==> config.mk <==
export PLATFORM = sky130hd
export DESIGN_NAME = seg7_scan_driver
export DESIGN_NICKNAME = d
export VERILOG_FILES = /design/src/rtl/seg7_scan_driver.sv
export SDC_FILE = /design/constraint.sdc
export NUM_CORES = 1
export LEC_CHECK = 0
export ABC_AREA = 1
export ABC_CLOCK_PERIOD_IN_PS = 1950
export CAP_MARGIN = 20
export CELL_PAD_IN_SITES_DETAIL_PLACEMENT = 1
export CELL_PAD_IN_SITES_GLOBAL_PLACEMENT = 1
export CORE_ASPECT_RATIO = 0.5
export CORE_MARGIN = 2
export CORE_UTILIZATION = 40
export DETAILED_ROUTE_END_ITERATION = 8
export DONT_BUFFER_PORTS = 1
export PLACE_DENSITY_LB_ADDON = 0.1
export SLEW_MARGIN = 20
export SYNTH_ARGS = -nofsm -noshare
export SYNTH_HDL_FRONTEND = slang
export SYNTH_SLANG_ARGS = --single-unit
==> constraint.sdc <==
create_clock -name clk -period 1.95 [get_ports clk]
set_clock_uncertainty 0.1 [all_clocks]
set_input_delay 0.39 -clock clk [delete_from_list [all_inputs] [get_ports clk]]
set_output_delay 0.39 -clock clk [all_outputs]
set_load 0.01 [all_outputs]
==> src/rtl/seg7_scan_driver.sv <==
`default_nettype none
// ============================================================================
// Module      : seg7_scan_driver
// Description : Time-multiplexed 8-digit hex seven-segment driver. A new
//               value is captured on load and shown only from the next frame
//               boundary, so every scan shows one consistent value.
//               Optional build macro SEG7_LZ_BLANK_EN adds leading-zero
//               suppression (digit 0 always shown).
// Revision    : 1.0 - initial release
// ============================================================================
module seg7_scan_driver #(
  parameter int CLK_DIV = 100000,
  parameter int DIGITS  = 8
) (
  input  logic        clk,
  input  logic        RST,
  input  logic [31:0] data_in,
  input  logic        load,
  input  logic [7:0]  blank_mask,
  input  logic [7:0]  dp_mask,
  output logic [7:0]  SEG,
  output logic [7:0]  AN,
  output logic        frame_done
);

  localparam int               DIV_W    = (CLK_DIV > 1) ? $clog2(CLK_DIV) : 1;
  localparam int               IDX_W    = $clog2(DIGITS);
  localparam logic [DIV_W-1:0] DIV_LAST = DIV_W'(CLK_DIV - 1);
  localparam logic [IDX_W-1:0] IDX_LAST = IDX_W'(DIGITS - 1);

  logic [DIV_W-1:0] div_q, div_d;
  logic [IDX_W-1:0] idx_q, idx_d;
  logic [31:0]      disp_q, disp_d;
  logic [31:0]      pend_q, pend_d;
  logic             pending_q, pending_d;
  logic [7:0]       seg_q, seg_d;
  logic [7:0]       an_q, an_d;
  logic             fd_q, fd_d;

  logic             tick;
  logic             boundary;
  logic [3:0]       nibble;
  logic             blank;

  // Active-low {g,f,e,d,c,b,a} pattern for one hex digit
  function automatic logic [6:0] hex7(input logic [3:0] v);
    case (v)
      4'h0: hex7 = 7'h40;
      4'h1: hex7 = 7'h79;
      4'h2: hex7 = 7'h24;
      4'h3: hex7 = 7'h30;
      4'h4: hex7 = 7'h19;
      4'h5: hex7 = 7'h12;
      4'h6: hex7 = 7'h02;
      4'h7: hex7 = 7'h78;
      4'h8: hex7 = 7'h00;
      4'h9: hex7 = 7'h10;
      4'hA: hex7 = 7'h08;
      4'hB: hex7 = 7'h03;
      4'hC: hex7 = 7'h46;
      4'hD: hex7 = 7'h21;
      4'hE: hex7 = 7'h06;
      default: hex7 = 7'h0E;
    endcase
  endfunction

  assign tick     = (div_q == DIV_LAST);
  assign boundary = tick && (idx_q == IDX_LAST);
  assign nibble   = disp_q[{idx_q, 2'b00} +: 4];

`ifdef SEG7_LZ_BLANK_EN
  // A digit is a leading zero when it and every digit to its left are zero
  logic [7:0] lz;
  assign lz[0] = 1'b0;
  for (genvar gi = 1; gi < 8; gi++) begin : g_lz
    assign lz[gi] = ~|disp_q[31:4*gi];
  end
  assign blank = blank_mask[idx_q] | lz[idx_q];
`else
  assign blank = blank_mask[idx_q];
`endif

  // Scan divider, digit index and frame-synchronised capture of new data
  always_comb begin
    div_d     = tick ? '0 : div_q + 1'b1;
    idx_d     = tick ? idx_q + 1'b1 : idx_q;
    disp_d    = disp_q;
    pend_d    = pend_q;
    pending_d = pending_q;
    if (boundary) begin
      // A load coinciding with the boundary supersedes anything pending
      if (load) begin
        disp_d = data_in;
      end else if (pending_q) begin
        disp_d = pend_q;
      end
      pending_d = 1'b0;
    end else if (load) begin
      pend_d    = data_in;
      pending_d = 1'b1;
    end
  end

  // Pin drive for the digit currently selected; masks are used live
  always_comb begin
    an_d  = ~(8'h01 << idx_q);
    seg_d = {~dp_mask[idx_q], hex7(nibble)};
    if (blank) begin
      an_d  = 8'hFF;
      seg_d = 8'hFF;
    end
    fd_d = boundary;
  end

  // All state, with synchronous active-low reset
  always_ff @(posedge clk) begin
    if (!RST) begin
      div_q     <= '0;
      idx_q     <= '0;
      disp_q    <= '0;
      pend_q    <= '0;
      pending_q <= 1'b0;
      seg_q     <= 8'hFF;
      an_q      <= 8'hFF;
      fd_q      <= 1'b0;
    end else begin
      div_q     <= div_d;
      idx_q     <= idx_d;
      disp_q    <= disp_d;
      pend_q    <= pend_d;
      pending_q <= pending_d;
      seg_q     <= seg_d;
      an_q      <= an_d;
      fd_q      <= fd_d;
    end
  end

  assign SEG        = seg_q;
  assign AN         = an_q;
  assign frame_done = fd_q;

endmodule
`default_nettype wire

==> flow_metrics.tcl, run 1 <==
set metrics [dict create \
    cts_buffer_depth 2 \
    place_hpwl_mm 10.1 \
    drive_above_1_share 0.0834 \
    yosysMostFrequentCell "nand2_1" \
    synth.mux.area_fraction 0.0591 \
    cp_slowest_stage_delay_ns 0.39 \
    drt-total-wl_mm 14.1 \
    hold_depth 2 \
    syn_area_per_cell_sq_um 6.68 \
    min_to "pend_q[10]" \
    crit_path_max_fanout 18 \
    dieArea_sq_um 14600 \
    design_area_sq_um 6090 \
    grt_overflow 0 \
    ant_nets 0 \
    grt_usage 0.202 \
    slew_violations 0 \
    syn-cell-area_sq_um 5420 \
    cts_sinks 102 \
    synth_cell_type_count 33 \
    ir_drop_v 0.000365 \
    die_w_um 169 \
    cts_tree "done" \
    setup_ws_ns 0.140 \
    synth_seq_area_share 0.376 \
    r2r_setup_slack_ns 0.14 \
    core_area_sq_um 13400 \
    cpMaxStageDelayCell "dfxtp_4" \
    synth_compound_area_frac 0.0489 \
    pre_cts_slack_ns -0.0118 \
    numCtsBuffers 9 \
    synth_common_cells "nand2_1 (194), inv_1 (120), dfxtp_1 (102)" \
    finalCritPeriodShare 0.928 \
    regArea_sq_um 2050 \
    ios 68 \
    clock-root-buffer "clkbuf_16" \
    num_vias 4926 \
    synth_xor_area_frac 0.00969 \
    worstPathRequired_ns 2.08 \
    synth_top_flop_cell "dfxtp_1" \
    postSynthCellCount 812 \
    instances_no_fill 991 \
    grt_max_degree 98 \
    fin_nets 873 \
    io_buffers 0 \
    die_height_um 86.3 \
    timing.slew.headroom 0.716 \
    placedCellCount 971 \
    cp.arrival_ns 1.94 \
    power_w 0.00419 \
    timing.rr.end "SEG[3]" \
    synth-simple-area-share 0.350 \
    h-tree-depth 3 \
    hold_path.startpoint "RST" \
    fillers 1739 \
    crit_path_start_kind "register" \
    drc 0 \
    cp_cell_sequence "buf_12 -> nand2_1 -> nand3_1 -> nand2_1 -> o21ai_4 -> inv_1 -> ha_1 -> nand3_2 -> nand2_1 -> nand2_1 -> nand3_1" \
    synth_area_leaders "dfxtp_1 (38%), nand2_1 (13%), nand3_1 (8.5%)" \
    first_pass_iters 4 \
    outcome "complete, no violations" \
    setup_viol 0 \
    dpl_cell_area_sq_um 5730 \
    p_leak_nw 2.87 \
    antennaDiodeCount 0 \
    grt_pass1_vias 4792 \
    reg2reg_depth 11 \
    clk_pin_slew_ns 0.07 \
    yosysWarningCount 0 \
    fin_crit_ns 1.81 \
    hold_class "primary input to register" \
    synth_top_area_cell "dfxtp_1" \
    worst_pin_slew_ns 0.422 \
    vias_per_cell 4.97 \
    critPathKind "register to register" \
    antenna_found_initial 0 \
    fmax_ghz 0.552 \
    async_flop_share 0 \
    holdWs_ns 0.0944 \
    synth.net_count 875 \
    r2r_start "idx_q[0]" \
    synth-seq-cells 102 \
    synth_top_family_by_area "simple AND/OR/NAND/NOR gates" \
    synth_fa_ha_area_frac 0.0277 \
    endpoint_kind "register" \
    power_density_nw_per_um2 687 \
    hold_violations 0 \
    insertion_delay_ns 0.35 \
    gp_congestion 0.833 \
    grt_pass1_wl_mm 23.8 \
    routedWlPerCell_um 14.3 \
    rows 30 \
    yosysTopAreaCellShare 0.376 \
    area_delta_synth_final_pct 12.2 \
    max-cap-violations 0 \
    drt_iter0_drc 182 \
    synth_edf_count 0 \
    critPathMostFrequentCell "nand2_1" \
    start_util 0.405 \
    multi_input_area_sq_um 2720 \
]
cell usage in the layout (no fill, tap or decap), types with 2 or more instances in the layout:
master / instances
nand2_1: 193
inv_1: 119
dfxtp_1: 101
nor2_1: 97
nand3_1: 90
a21oi_1: 42
nand4_1: 37
mux2i_1: 32
buf_4: 29
ha_1: 11
clkbuf_16: 9
nor3_1: 6
buf_12: 6
xor2_1: 5
nand3_2: 3
inv_2: 3
o21ai_0: 3
nand2_2: 2
nor2_4: 2
clkinv_1: 2
or2_2: 2
nor3b_1: 2
a32o_1: 2
clkbuf_8: 2
clkinv_4: 2
clkinvlp_4: 2
logic make-up after synthesis:
kind of cell               after synthesis
adders and majority gates               12
DFF                                    102
and+or+nand+nor                        437
muxes                                   32
AOI/OAI and AO/OA                       50
xor gates and xnor gates                 6
buffers and inverters                  173
area by class of cell:
| type | count | share of cell area |
|---|---|---|
| clock buffers | 11 | 0.0415 |
| clock inverters | 5 | 0.00678 |
| inverters | 125 | 0.0775 |
| multi-input cells | 537 | 0.447 |
| flip-flops and latches | 102 | 0.336 |
| well taps | 176 | 0.0362 |
| repair buffers | 35 | 0.0555 |
worst max path at each step:
stage,startpoint,endpoint,slack (ns),cells after the start
floorplan,idx_q[0],SEG[5],0.05,12
detailed placement,idx_q[0],SEG[0],-0.01,11
finish,idx_q[0],SEG[3],0.14,11
CTS,idx_q[0],SEG[3],0.04,11
global placement,idx_q[0],SEG[0],0.05,11
global route,div_q[0],disp_q[9],-0.01,10
metal layers:
metal	wire length, um	up-vias	track usage
met1	7530	2305	0.287
met5	0	-	0
li1	-	2543	-
met2	6060	71	0.317
met3	489	7	0.0475
met4	57	0	0.0321
where the power goes:
group	total (W)	leakage [nW]	internal (W)	switching, W
sequential	0.00217	0.834	0.00214	0.0000329
clock	0.00179	0.138	0.000946	0.000839
combinational	0.000226	1.90	0.000113	0.000113
critical path, delay by kind of cell (launching register included):
kind / cells / cell delay [ns]
AO/OA/AOI/OAI: 1 / 0.22
flip-flops: 1 / 0.39
AND/OR/NAND/NOR: 7 / 0.51
adder cells (fa/ha/maj): 1 / 0.23
buffers and inverters: 2 / 0.24
through the flow:
step / utilization / TNS (ns)
floorplan: - / 0
global placement: 0.428 / 0
detailed placement: 0.428 / -0.0193
CTS: 0.450 / 0
global route: 0.454 / -0.0404
finish: 0.454 / 0
sequential cells by signal (all words and copies together) (netlist names):
register    cells
AN              8
SEG             8
disp_q         32
div_q          17
frame_done      1
idx_q           3
pend_q         32
pending_q       1
timing repair:
| item | 4_1_cts | 5_1_grt |
|---|---|---|
| cloned | 0 | 0 |
| gates resized for setup | 2 | 8 |
| buffers inserted | 0 | 4 |
| hold buffers | 0 | 0 |
| pin swaps | 0 | 3 |
| endpoints found under the setup margin | 3 | 77 |
No activity file was read; power rests on OpenSTA's default activity.
==> run 2: changes to the inputs <==
--- a/config.mk
+++ b/config.mk
@@ -12,7 +12,7 @@
 export CELL_PAD_IN_SITES_GLOBAL_PLACEMENT = 1
 export CORE_ASPECT_RATIO = 0.5
 export CORE_MARGIN = 2
-export CORE_UTILIZATION = 40
+export CORE_UTILIZATION = 41
 export DETAILED_ROUTE_END_ITERATION = 8
 export DONT_BUFFER_PORTS = 1
 export PLACE_DENSITY_LB_ADDON = 0.1
==> flow_metrics.tcl, run 2 (same netlist as run 1, synthesis figures left out) <==
set metrics [dict create \
    outcome "complete, no violations" \
    place_hpwl_mm 9.96 \
    cp_slowest_stage_delay_ns 0.40 \
    grt_max_degree 98 \
    p_leak_nw 2.87 \
    clock-root-buffer "clkbuf_16" \
    drt_iter0_drc 208 \
    die_w_um 167 \
    crit_path_start_kind "register" \
    core_area_sq_um 12800 \
    power_density_nw_per_um2 754 \
    ir_drop_v 0.000395 \
    max-cap-violations 0 \
    setup_ws_ns 0.0865 \
    worstPathRequired_ns 2.09 \
    hold_violations 0 \
    critPathKind "register to register" \
    insertion_delay_ns 0.35 \
    cts_tree "done" \
    hold_class "primary input to register" \
    die_height_um 85.3 \
    placedCellCount 961 \
    dpl_cell_area_sq_um 5680 \
    fin_nets 866 \
    instances_no_fill 977 \
    grt_usage 0.200 \
    timing.slew.headroom 0.701 \
    hold_path.startpoint "RST" \
    rsz0062_at_grt "yes" \
    rows 29 \
    worst_pin_slew_ns 0.445 \
    start_util 0.425 \
    cp_cell_sequence "nand2_1 -> nor3_2 -> nand4_1 -> buf_12 -> a21oi_1 -> nor2_1" \
    cpMaxStageDelayCell "dfxtp_1" \
    area_delta_synth_final_pct 12.3 \
    dieArea_sq_um 14200 \
    fmax_ghz 0.537 \
    slew_violations 0 \
    clk_pin_slew_ns 0.07 \
    endpoint_kind "register" \
    cp.arrival_ns 2.00 \
    gp_congestion 0.840 \
    vias_per_cell 5.02 \
    fin_crit_ns 1.86 \
    antenna_found_initial 0 \
    ant_nets 0 \
    setup_viol 0 \
    h-tree-depth 3 \
    startpoint "div_q[9]" \
    drc 0 \
    cts_sinks 102 \
    utilization 0.477 \
    power_w 0.00459 \
    finalCritPeriodShare 0.956 \
    drt-total-wl_mm 14.0 \
    first_pass_iters 4 \
    num_vias 4902 \
    drive_above_1_share 0.0768 \
    r2r_start "div_q[9]" \
    grt_pass1_wl_mm 23.2 \
    cts_buffer_depth 2 \
    reg.largest.list "disp_q: 32 flops, pend_q: 32 flops, div_q: 17 flops" \
    routedWlPerCell_um 14.4 \
    grt_overflow 0 \
    grt_pass1_vias 4663 \
    antennaDiodeCount 0 \
    design_area_sq_um 6090 \
    io_buffers 0 \
    final_common_cell "nand2_1" \
    ios 68 \
    crit_path_max_fanout 41 \
    final_cell_mix "nand2_1 (193), inv_1 (118), dfxtp_1 (99), nor2_1 (97), nand3_1 (91)" \
    pre_cts_slack_ns -0.0211 \
    numCtsBuffers 9 \
]
-- run 2: path summary, 6_finish.rpt --
| check | slack (ns) | cells after the start | to |
|---|---|---|---|
| max | 0.09 | 6 | pend_q[23] |
| max reg2reg | 0.09 | 6 | pend_q[23] |
| min | 0.1 | 2 | idx_q[0] |
| min reg2reg | 0.31 | 1 | div_q[0] |
-- run 2: metal layers --
metal	vias to the layer above	track usage	routed length, um	part of all wire
li1	2534	-	-	-
met1	2280	0.288	7530	0.54
met2	80	0.307	5810	0.41
met3	8	0.0476	623	0.044
met4	0	0.0384	72	0.0051
met5	-	0	0	0
-- run 2: what timing repair did --
item                       CTS  global route
resized for setup            2            13
hold endpoints to repair     0             0
buffers inserted             0             1
pin swaps                    0             3
hold buffers                 0             0
setup endpoints to repair    4            50
-- run 2: stage by stage --
stage	hold slack [ns]	setup TNS (ns)
global route	0.0841	-0.154
detailed placement	0.338	-0.0211
CTS	0.0719	0
finish	0.0979	0
floorplan	0.318	0
global placement	0.330	0
-- run 2: report_power, final --
group          switching, W  internal [W]
combinational      0.000115      0.000112
sequential        0.0000331       0.00214
clock              0.000812       0.00138
total              0.000960       0.00363
-- run 2: area by class of cell --
| cell class | instances | area (sq um) |
|---|---|---|
| tap | 170 | 213 |
| clock buffer | 9 | 225 |
| timing repair buffer | 28 | 280 |
| sequential | 102 | 2050 |
| fill | 1687 | 6680 |
| inverter | 125 | 472 |
| clock inverter | 6 | 134 |
| multi-input combinational | 537 | 2720 |
-- run 2: critical path: cells and delay by family (launching register included) --
| family | cells | cell delay [ns] |
|---|---|---|
| AND/OR/NAND/NOR | 4 | 0.83 |
| AO/OA/AOI/OAI | 1 | 0.15 |
| flip-flops | 1 | 0.40 |
| buffers and inverters | 1 | 0.25 |
==> run 3: changes to the inputs <==
--- a/config.mk
+++ b/config.mk
@@ -11,10 +11,11 @@
 export CELL_PAD_IN_SITES_DETAIL_PLACEMENT = 1
 export CELL_PAD_IN_SITES_GLOBAL_PLACEMENT = 1
 export CORE_ASPECT_RATIO = 0.5
-export CORE_MARGIN = 2
+export CORE_MARGIN = 4
 export CORE_UTILIZATION = 41
 export DETAILED_ROUTE_END_ITERATION = 8
 export DONT_BUFFER_PORTS = 1
+export GPL_ROUTABILITY_DRIVEN = 0
 export PLACE_DENSITY_LB_ADDON = 0.1
 export SLEW_MARGIN = 20
 export SYNTH_ARGS = -nofsm -noshare
==> flow_metrics.tcl, run 3 (same netlist as run 1, synthesis figures left out) <==
set metrics [dict create \
    antennaDiodeCount 0 \
    drt_iter0_drc 257 \
    io_buffers 0 \
    ant_nets 0 \
    clk_pin_slew_ns 0.07 \
    drt-total-wl_mm 14.2 \
    die_w_um 171 \
    max-cap-violations 0 \
    cts_sinks 102 \
    fmax_ghz 0.540 \
    timing.slew.headroom 0.680 \
    place_hpwl_mm 9.95 \
    placedCellCount 961 \
    dieArea_sq_um 15200 \
    fin_crit_ns 1.85 \
    antenna_found_initial 0 \
    core_area_sq_um 12800 \
    fillers 1674 \
    instances_no_fill 981 \
    reg2reg_depth 7 \
    power_w 0.00428 \
    endpoint_kind "register" \
    grt_overflow 0 \
    grt_pass1_vias 4676 \
    ios 68 \
    final_common_cell "nand2_1" \
    finalCritPeriodShare 0.949 \
    setup_viol 0 \
    holdWs_ns 0.0869 \
    vias_per_cell 5.00 \
    drc 0 \
    grt_pass1_wl_mm 23.5 \
    critPathKind "register to register" \
    clock-root-buffer "clkbuf_16" \
    slew_violations 0 \
    cts_tree "done" \
    insertion_delay_ns 0.35 \
    num_vias 4909 \
    hold_depth 2 \
    reg.largest.list "disp_q: 32 flops, pend_q: 32 flops, div_q: 17 flops" \
    grt_max_degree 98 \
    first_pass_iters 4 \
    fin_nets 869 \
    rsz0062_at_grt "yes" \
    area_delta_synth_final_pct 12.9 \
    crit_path_max_fanout 65 \
    grt_usage 0.192 \
    p_leak_nw 2.87 \
    outcome "complete, no violations" \
    h-tree-depth 3 \
    die_height_um 89.3 \
    ir_drop_v 0.000436 \
    routedWlPerCell_um 14.5 \
    cp.arrival_ns 1.99 \
    rows 29 \
    drive_above_1_share 0.0912 \
    hold_violations 0 \
    start_util 0.423 \
    hold_class "primary input to register" \
    cts_buffer_depth 2 \
    final_cell_mix "nand2_1 (192), inv_1 (118), dfxtp_1 (99), nor2_1 (97), nand3_1 (87)" \
    worstPathRequired_ns 2.09 \
    numCtsBuffers 9 \
    power_density_nw_per_um2 699 \
    crit_path_start_kind "register" \
    worst_pin_slew_ns 0.476 \
]
==> run 3: path summary, 6_finish.rpt <==
check        slack [ns]     start          to
max                 0.1  idx_q[1]  pend_q[19]
min                0.09       RST    idx_q[2]
max reg2reg         0.1  idx_q[1]  pend_q[19]
min reg2reg        0.32  div_q[0]    div_q[0]
==> run 3: metal layers <==
| layer | vias up | share of wire | GRT usage |
|---|---|---|---|
| li1 | 2545 | - | - |
| met1 | 2290 | 0.52 | 0.275 |
| met2 | 68 | 0.43 | 0.298 |
| met3 | 6 | 0.043 | 0.0437 |
| met4 | 0 | 0.0054 | 0.0377 |
| met5 | - | 0 | 0 |
==> run 3: final cells by class <==
type / count / area [sq um] / area share
Multi-Input combinational cell: 537 / 2770 / 0.451
Sequential cell: 102 / 2050 / 0.334
Inverter: 125 / 478 / 0.0780
Timing Repair Buffer: 31 / 314 / 0.0513
Clock buffer: 11 / 243 / 0.0396
Tap cell: 170 / 213 / 0.0347
Clock inverter: 5 / 63.8 / 0.0104
==> run 3: worst max-delay path, stage by stage (launching register included) <==
cell,delay (ns)
dfxtp_2,0.35
buf_6,0.13
ha_1,0.18
ha_1,0.21
nand4_1,0.20
buf_12,0.24
a21oi_1,0.20
nor2_1,0.06
==> run 3: power by group <==
part / total [W] / switching [W] / internal, W
clock: 0.00188 / 0.000837 / 0.00105
combinational: 0.000226 / 0.000114 / 0.000112
sequential: 0.00218 / 0.0000333 / 0.00214
==> run 3: repair_timing <==
item                       in CTS  in global routing
buffers inserted                0                  4
pin swaps                       0                  7
setup endpoints to repair       6                 74
resized for setup               3                 26
hold buffers                    0                  0
==> run 3: through the flow <==
step                utilization  setup TNS [ns]  setup slack, ns  area, sq um
floorplan                     -               0           0.0477         5430
global placement          0.443               0          0.00598         5680
detailed placement        0.443          -0.161          -0.0737         5680
CTS                       0.468               0           0.0122         6000
global route              0.478         -0.0314          -0.0118         6120
finish                    0.478               0           0.0992         6120
